===== config.mk =====
export PLATFORM = sky130hd
export DESIGN_NAME = weight_loader
export DESIGN_NICKNAME = d
export VERILOG_FILES = /design/src/rtl/model_pkg.sv /design/src/rtl/wl_piso.sv /design/src/rtl/weight_loader.sv
export SDC_FILE = /design/constraint.sdc
export NUM_CORES = 1
export LEC_CHECK = 0
export CAP_MARGIN = 20
export CORE_UTILIZATION = 38
export CTS_CLUSTER_DIAMETER = 200
export DETAILED_ROUTE_END_ITERATION = 8
export DONT_BUFFER_PORTS = 1
export SYNTH_ARGS = -nofsm -noshare
export SYNTH_HDL_FRONTEND = slang
export SYNTH_SLANG_ARGS = --single-unit

===== constraint.sdc =====
create_clock -name clk -period 3.5 [get_ports clk]
set_input_delay 0.525 -clock clk [delete_from_list [all_inputs] [get_ports clk]]
set_output_delay 0.525 -clock clk [all_outputs]
set_load 0.05 [all_outputs]

===== src/rtl/model_pkg.sv =====
// Shared constants and loader state encoding, so the weight loader and the model
// agree on word and weight-register widths.
package model_pkg;

  localparam int unsigned MODEL_WORD_B    = 32;
  localparam int unsigned MODEL_WEIGHTS_B = 10496;

  typedef logic [1:0] wl_state_t;

  localparam wl_state_t WL_IDLE      = 2'd0;
  localparam wl_state_t WL_WAIT_WORD = 2'd1;
  localparam wl_state_t WL_SHIFT     = 2'd2;
  localparam wl_state_t WL_DONE      = 2'd3;

endpackage


===== src/rtl/wl_piso.sv =====
// Parallel-in serial-out word buffer with per-word and total shifted-bit counters.
// The buffer shifts LSB-first; counters are sized so they never wrap during a load.
module wl_piso
  import model_pkg::*;
#(
  parameter int unsigned WORD_B    = MODEL_WORD_B,
  parameter int unsigned WEIGHTS_B = MODEL_WEIGHTS_B
) (
  input  logic              clk,
  input  logic              rst,
  input  logic              clr,
  input  logic              load,
  input  logic              shift,
  input  logic [WORD_B-1:0] data,
  output logic              lsb_next_c,
  output logic              word_last_c,
  output logic              total_last_c
);

  localparam int unsigned WCNT_W = $clog2(WORD_B + 1);
  localparam int unsigned TCNT_W = $clog2(WEIGHTS_B + 1);

  logic [WORD_B-1:0] buffer_q, buffer_d;
  logic [WCNT_W-1:0] word_cnt_q, word_cnt_d;
  logic [TCNT_W-1:0] total_cnt_q, total_cnt_d;

  // Load restarts the word count; the total count only restarts on clr.
  always_comb begin
    buffer_d    = buffer_q;
    word_cnt_d  = word_cnt_q;
    total_cnt_d = total_cnt_q;
    if (clr) begin
      total_cnt_d = '0;
    end
    if (load) begin
      buffer_d   = data;
      word_cnt_d = '0;
    end else if (shift) begin
      buffer_d    = buffer_q >> 1;
      word_cnt_d  = word_cnt_q + WCNT_W'(1);
      total_cnt_d = total_cnt_q + TCNT_W'(1);
    end
  end

  // The bit that will sit at the buffer LSB next cycle, for a registered k.
  assign lsb_next_c   = buffer_d[0];
  assign word_last_c  = (word_cnt_q == WCNT_W'(WORD_B - 1));
  assign total_last_c = (total_cnt_q == TCNT_W'(WEIGHTS_B - 1));

  always_ff @(posedge clk) begin
    if (rst) begin
      buffer_q    <= '0;
      word_cnt_q  <= '0;
      total_cnt_q <= '0;
    end else begin
      buffer_q    <= buffer_d;
      word_cnt_q  <= word_cnt_d;
      total_cnt_q <= total_cnt_d;
    end
  end

endmodule


===== src/rtl/weight_loader.sv =====
// Streams words from a valid/ready source into the model's serial weight register.
// Optional WEIGHT_LOADER_CHECK_EN adds an XOR trailer word and a crc_err output.
module weight_loader
  import model_pkg::*;
#(
  parameter int unsigned WORD_B    = MODEL_WORD_B,
  parameter int unsigned WEIGHTS_B = MODEL_WEIGHTS_B
) (
  input  logic              clk,
  input  logic              rst,
  input  logic              start,
  input  logic              abort,
  input  logic              s_valid,
  output logic              s_ready,
  input  logic [WORD_B-1:0] s_data,
  output logic              copy,
  output logic              k,
  output logic              busy,
  output logic              done
`ifdef WEIGHT_LOADER_CHECK_EN
  ,
  output logic              crc_err
`endif
);

  wl_state_t state_q, state_d;

  logic s_ready_q, s_ready_d;
  logic copy_q, copy_d;
  logic k_q, k_d;
  logic busy_q, busy_d;
  logic done_q, done_d;

  logic piso_clr, piso_load, piso_shift;
  logic lsb_next_c, word_last_c, total_last_c;
  logic xfer_c;

`ifdef WEIGHT_LOADER_CHECK_EN
  logic              trail_q, trail_d;
  logic [WORD_B-1:0] xor_q, xor_d;
  logic              crc_err_q, crc_err_d;
`endif

  assign xfer_c = s_valid && s_ready_q;

  wl_piso #(
    .WORD_B    (WORD_B),
    .WEIGHTS_B (WEIGHTS_B)
  ) u_piso (
    .clk          (clk),
    .rst          (rst),
    .clr          (piso_clr),
    .load         (piso_load),
    .shift        (piso_shift),
    .data         (s_data),
    .lsb_next_c   (lsb_next_c),
    .word_last_c  (word_last_c),
    .total_last_c (total_last_c)
  );

  // Next state; abort wins over a transfer or the final shift.
  always_comb begin
    state_d    = state_q;
    piso_clr   = 1'b0;
    piso_load  = 1'b0;
    piso_shift = 1'b0;
`ifdef WEIGHT_LOADER_CHECK_EN
    trail_d    = trail_q;
    xor_d      = xor_q;
    crc_err_d  = 1'b0;
`endif
    case (state_q)
      WL_IDLE: begin
        if (start && !abort) begin
          state_d  = WL_WAIT_WORD;
          piso_clr = 1'b1;
`ifdef WEIGHT_LOADER_CHECK_EN
          trail_d  = 1'b0;
          xor_d    = '0;
`endif
        end
      end
      WL_WAIT_WORD: begin
        if (abort) begin
          state_d = WL_IDLE;
        end else if (xfer_c) begin
`ifdef WEIGHT_LOADER_CHECK_EN
          if (trail_q) begin
            state_d   = WL_DONE;
            crc_err_d = (s_data != xor_q);
          end else begin
            state_d   = WL_SHIFT;
            piso_load = 1'b1;
            xor_d     = xor_q ^ s_data;
          end
`else
          state_d   = WL_SHIFT;
          piso_load = 1'b1;
`endif
        end
      end
      WL_SHIFT: begin
        if (abort) begin
          state_d = WL_IDLE;
        end else begin
          piso_shift = 1'b1;
          // Final weight bit ends the load even mid-word; pad bits are dropped.
          if (total_last_c) begin
`ifdef WEIGHT_LOADER_CHECK_EN
            state_d = WL_WAIT_WORD;
            trail_d = 1'b1;
`else
            state_d = WL_DONE;
`endif
          end else if (word_last_c) begin
            state_d = WL_WAIT_WORD;
          end
        end
      end
      WL_DONE: begin
        state_d = WL_IDLE;
      end
      default: begin
        state_d = WL_IDLE;
      end
    endcase

    // Outputs are registered against the upcoming state.
    s_ready_d = (state_d == WL_WAIT_WORD);
    copy_d    = (state_d == WL_SHIFT);
    k_d       = copy_d && lsb_next_c;
    busy_d    = (state_d != WL_IDLE);
    done_d    = (state_d == WL_DONE);
  end

  always_ff @(posedge clk) begin
    if (rst) begin
      state_q   <= WL_IDLE;
      s_ready_q <= 1'b0;
      copy_q    <= 1'b0;
      k_q       <= 1'b0;
      busy_q    <= 1'b0;
      done_q    <= 1'b0;
`ifdef WEIGHT_LOADER_CHECK_EN
      trail_q   <= 1'b0;
      xor_q     <= '0;
      crc_err_q <= 1'b0;
`endif
    end else begin
      state_q   <= state_d;
      s_ready_q <= s_ready_d;
      copy_q    <= copy_d;
      k_q       <= k_d;
      busy_q    <= busy_d;
      done_q    <= done_d;
`ifdef WEIGHT_LOADER_CHECK_EN
      trail_q   <= trail_d;
      xor_q     <= xor_d;
      crc_err_q <= crc_err_d;
`endif
    end
  end

  assign s_ready = s_ready_q;
  assign copy    = copy_q;
  assign k       = k_q;
  assign busy    = busy_q;
  assign done    = done_q;
`ifdef WEIGHT_LOADER_CHECK_EN
  assign crc_err = crc_err_q;
`endif

endmodule


## Word-level counts from Yosys, hierarchy flattened

Cells that the tools add are included.

- $lt $le $gt $ge: 0
- Bitwise operators: 0
- Multiply operators: 0
- Reductions and logical operators: 8
- Shift operators: 0
- Muxes and demuxes: 19
- Equal/unequal tests: 8
- Div/mod/pow operators: 0
- $add $sub $neg: 2

Operator list:

| cell | count |
|---|---|
| 32-bit two-way mux | 2 |
| 14-bit two-way mux | 3 |
| 14-bit by 1-bit adder with 14-bit output (second input constant) | 1 |
| 14-bit equality test (second input constant) | 1 |
| 2-bit two-way mux | 6 |
| 2-bit equality test (second input constant) | 4 |
| 2-bit one-hot mux with 4 select lines | 1 |
| 1-bit two-way mux | 7 |
| 6-bit by 1-bit adder with 6-bit output (second input constant) | 1 |
| 6-bit by 5-bit equality test with 1-bit output (second input constant) | 1 |
| 2-bit by 1-bit equality test with 1-bit output (second input constant) | 2 |
| 2-bit nonzero test | 2 |
| 1-bit logical AND | 3 |
| 2-bit logical NOT | 1 |
| 2-bit OR reduction | 1 |
| 1-bit logical NOT | 1 |

- Memories: 0
- Bits in latches: 0
- Output and inout port bits: 5
- Bits in read-only memories: 0
- Register bits after elaboration: 59
- RAM bits: 0
- Word-level logic and storage cells: 47

## Longest topological paths before layout

- Depth in word-level cells: 7
- Depth in mapped cells: 6

## By module

From an unflattened synthesis, not the netlist that was laid out.

- Cell total of the unflattened synthesis: 324
- Area total of the unflattened synthesis: 2740.1 sq um

Modules (own cells, without submodules):

| module | times used | area an instance (sq um) | cells each | sequential area each (sq um) |
|---|---|---|---|---|
| wl_piso | 1 | 2433.6 | 294 | 1041.0 |
| weight_loader | 1 | 306.5 | 30 | 140.1 |

## Least setup slack after synthesis

No wires, ideal clock.

- Path type: reg2reg
- From: register s_ready_q, in the netlist s_ready
- To: register k_q, in the netlist k
- Data arrival time: 1508 ps
- Path slack: 1901 ps
- Required time: 3408 ps
- Period minus slack after synthesis: 1599 ps
- Buffers on the path: 2
- Cell stages (with the launch flop): 7
- Setup time: 92 ps
- Cells stage by stage: dfxtp_1 and3_1 and2_1 buf_2 buf_6 a31oi_2 nor4_1

- Word-level cells in the longest chain between the ends: 6

RTL lines:

| element | line | source |
|---|---|---|
| start: declaration | weight_loader.sv:28 | `logic s_ready_q, s_ready_d;` |
| start signal: assignment | weight_loader.sv:151 | `s_ready_q <= s_ready_d;` |
| 1-bit logical AND (*) | weight_loader.sv:44 | `assign xfer_c = s_valid && s_ready_q;` |
| 2-bit two-way mux or 1-bit two-way mux (tied branches) | weight_loader.sv:86 | `end else if (xfer_c) begin` |
| 2-bit two-way mux or 1-bit two-way mux (tied branches) | weight_loader.sv:84 | `if (abort) begin` |
| 2-bit one-hot mux with 4 select lines or 1-bit two-way mux (tied branches) | weight_loader.sv:72 | `case (state_q)` |
| 2-bit equality test or 32-bit two-way mux (tied branches) | weight_loader.sv:130, wl_piso.sv:35 |  |
| 1-bit logical AND (*) | weight_loader.sv:131 | `k_d = copy_d && lsb_next_c;` |
| end signal: assignment | weight_loader.sv:153 | `k_q <= k_d;` |
| end: declaration | weight_loader.sv:30 | `logic k_q, k_d;` |

Mark *: on every way between the ends. The rest lies on a longest branch, timed or not.
A chain may end at the register's enable or synchronous reset.

## Worst setup path in the final report

- From: register s_ready_q, in the netlist s_ready
- To: register u_piso.buffer_q[26]

- Word-level cells in the longest chain between the ends: 5

RTL lines:

| element | line | source |
|---|---|---|
| 1-bit logical AND (*) | weight_loader.sv:44 |  |
| 1-bit two-way mux (*) | weight_loader.sv:86 |  |
| 1-bit two-way mux (*) | weight_loader.sv:84 |  |
| 1-bit two-way mux (*) | weight_loader.sv:72 |  |
| 32-bit two-way mux or 2-bit nonzero test (tied branches) | n/a |  |
| end signal: assignment | wl_piso.sv:56 | `buffer_q <= buffer_d;` |
| end: declaration | wl_piso.sv:23 | `logic [WORD_B-1:0] buffer_q, buffer_d;` |

Marks and branches as above.

==> results.json <==
{
  "cts-htree-levels": 3,
  "worstHoldStart": "rst",
  "n_antenna_cell": 0,
  "timing.rr.end": "u_piso.buffer_q[26]",
  "p_comb_share_pct": 1.2,
  "p_int_mw": 1.17,
  "cp.arrival_ns": 2.57,
  "cts.repair.resized": 0,
  "std_cell_rows": 29,
  "start_util_pct": 39.6,
  "final_core_util_pct": 44.1,
  "cts_root_buffer": "clkbuf_8",
  "p_per_area_mw_per_mm2": 527,
  "final_common_cell": "dfxtp_1",
  "fin_hold_ws_ns": 0.258,
  "crit_path_start_kind": "flip-flop",
  "ctsHoldBuffers": 0,
  "maxCapViolCount": 0,
  "netlist-cell-type-count": 38,
  "path_class": "flip-flop to flip-flop",
  "r2r_cells": 5,
  "end_kind": "flip-flop",
  "worstPathRequired_ns": 3.77,
  "io_pins": 42,
  "finalCriticalPeriod_ns": 2.29,
  "seq_power_share_pct": 46.2,
  "dieArea_mm2": 0.00694,
  "finalHoldViolCount": 0,
  "vias_per_cell": 5.56,
  "swShare_pct": 20.4,
  "gp_congestion": 0.739,
  "io_buffers": 0,
  "leakage_nw": 0.910,
  "clock_path_buffers": 2,
  "rsz0062_at_grt": "no",
  "grt_usage_pct": 16.7,
  "finalMaxSlewViolations": 0,
  "syn_nets": 321,
  "nets": 317,
  "min_path_type": "input port to flip-flop",
  "overflow": 0,
  "die_w_um": 83.3,
  "hpwl_um": 3460,
  "area_growth_pct": 11.4,
  "r2r_start": "s_ready",
  "grt_max_degree": 54,
  "first_pass_iters": 4,
  "dr.first_iter.drc_count": 180,
  "dpl-instance-area_mm2": 0.00255,
  "fill_cells": 613,
  "synth_area_mm2": 0.00251,
  "wl_um": 5350,
  "clkSinkCount": 59,
  "ant_nets": 0,
  "core_area_mm2": 0.00635,
  "path_clk_slew_ns": 0.07,
  "ir_drop_mv": 0.315,
  "grt_pass1_wl_um": 9020,
  "grt_pass1_vias": 1850,
  "tns_ns": 0,
  "regArea_mm2": 0.00118,
  "min_to": "u_piso.buffer_q[6]",
  "cts_setup_buffers": 0,
  "p_clk_share_pct": 52.6,
  "numCtsBuffers": 9,
  "relSlewSlack_pct": 43.2,
  "yosysWarnings": 0,
  "fin_area_mm2": 0.00280,
  "postSynth.asyncResetShare_pct": 0,
  "setup_violations": 0,
  "avgSynthCellArea_um2": 8.91,
  "die_h_um": 83.3,
  "multi_input_area_mm2": 0.00123,
  "hold_path_depth": 1,
  "layout.cells.most_common_list": "dfxtp_1 (59), nand2_1 (42), a21oi_1 (34)",
  "drcViolationCount": 0,
  "ys_ff_latch": 59,
  "antenna_found_initial": 0,
  "p_sw_uw": 300,
  "wire_per_inst_um": 14.8,
  "cp_max_fo": 22,
  "worst_pin_slew_ns": 0.852,
  "via_count": 2003,
  "ys_seq_area_share_pct": 47.0,
  "synth-main-ff-cell": "dfxtp_1",
  "synth-edff-count": 0,
  "period_share_pct": 65.6,
  "clock.fmax_mhz": 436,
  "power_mw": 1.47,
  "drive_gt1_share_pct": 11.3,
  "rrSetupSlack_ns": 1.21,
  "syn_inst": 282,
  "clk-insertion-delay-late_ns": 0.34,
  "clock-skew-final_ns": 0.00630,
  "status": "finished clean",
  "cts_tree": "built"
}
==> power groups by stage <==
stage               clock [mW]  sequential [mW]  combinational [mW]
detailed placement           0            0.696              0.0179
floorplan                    0            0.695              0.0228
finish                   0.775            0.681              0.0180
CTS                      0.793            0.681              0.0180
global route             0.823            0.681              0.0200
global placement             0            0.696              0.0178
==> per-stage QoR <==
step                      instances  setup slack (ns)
final                           360              1.21
after global routing            360              1.00
after CTS                       360              1.19
after detailed placement        344              1.21
after global placement          344              1.26
after floorplan                 282              1.90
==> how the worst max path moves through the flow <==
stage	to	startpoint	slack (ns)
2_1_floorplan	k	s_ready	1.90
3_3_place_gp	u_piso.buffer_q[24]	s_ready	1.26
3_5_place_dp	u_piso.buffer_q[24]	s_ready	1.21
4_1_cts	u_piso.buffer_q[17]	s_ready	1.19
5_1_grt	u_piso.buffer_q[25]	s_ready	1.00
6_report	u_piso.buffer_q[26]	s_ready	1.21
==> layer usage <==
| layer | global-route usage [%] | routed length, µm |
|---|---|---|
| met5 | 0 | 0 |
| met4 | 5.49 | 71 |
| met3 | 8.25 | 293 |
| met2 | 23.8 | 2400 |
| met1 | 22.0 | 2580 |
==> area by class of cell <==
cell class	count	area share (%)
flip-flops and latches	59	42.2
clock buffers	10	4.92
repair buffers	5	1.34
clock inverters	6	4.03
well taps	77	3.44
multi-input cells	203	44.1
==> worst max-delay path, stage by stage, from the launching register on <==
cell and delay, ns:
dfxtp_1 0.62, and3_1 0.34, and2_1 0.72, buf_4 0.31, a22oi_1 0.10, a21oi_1 0.13
==> cells by family after synthesis <==
kind of cell,synth area share (%)
AOI/OAI and AO/OA,19.7
xor gates and xnor gates,4.18
adders and majority gates,0.996
buffers and inverters,4.33
DFF,47.0
muxes,1.59
and+or+nand+nor,22.2
==> synthesized netlist by cell type (2+ instances only) <==
master / number / area (µm²)
or3_1: 2 / 12.5
nand4_1: 9 / 56.3
xnor2_1: 5 / 43.8
nor2_1: 16 / 60.1
buf_2: 6 / 30.0
nand3_1: 6 / 30.0
a21oi_1: 35 / 175
nor4bb_1: 2 / 20.0
and3_1: 6 / 37.5
mux2i_1: 4 / 40.0
xor2_1: 7 / 61.3
nor3b_2: 2 / 25.0
nor3_1: 11 / 55.1
o21ai_0: 3 / 15.0
buf_4: 5 / 37.5
dfxtp_1: 59 / 1180
ha_1: 2 / 25.0
clkbuf_1: 8 / 30.0
or2_2: 4 / 25.0
nand2_1: 42 / 158
a22oi_1: 31 / 233
==> state kept, by name, summed over array words and instances, names as in the netlist, 2 cells and up <==
register            cells
u_piso.buffer_q        32
u_piso.total_cnt_q     14
u_piso.word_cnt_q       6
state_q                 2
Power figures use the tool's default switching activity.
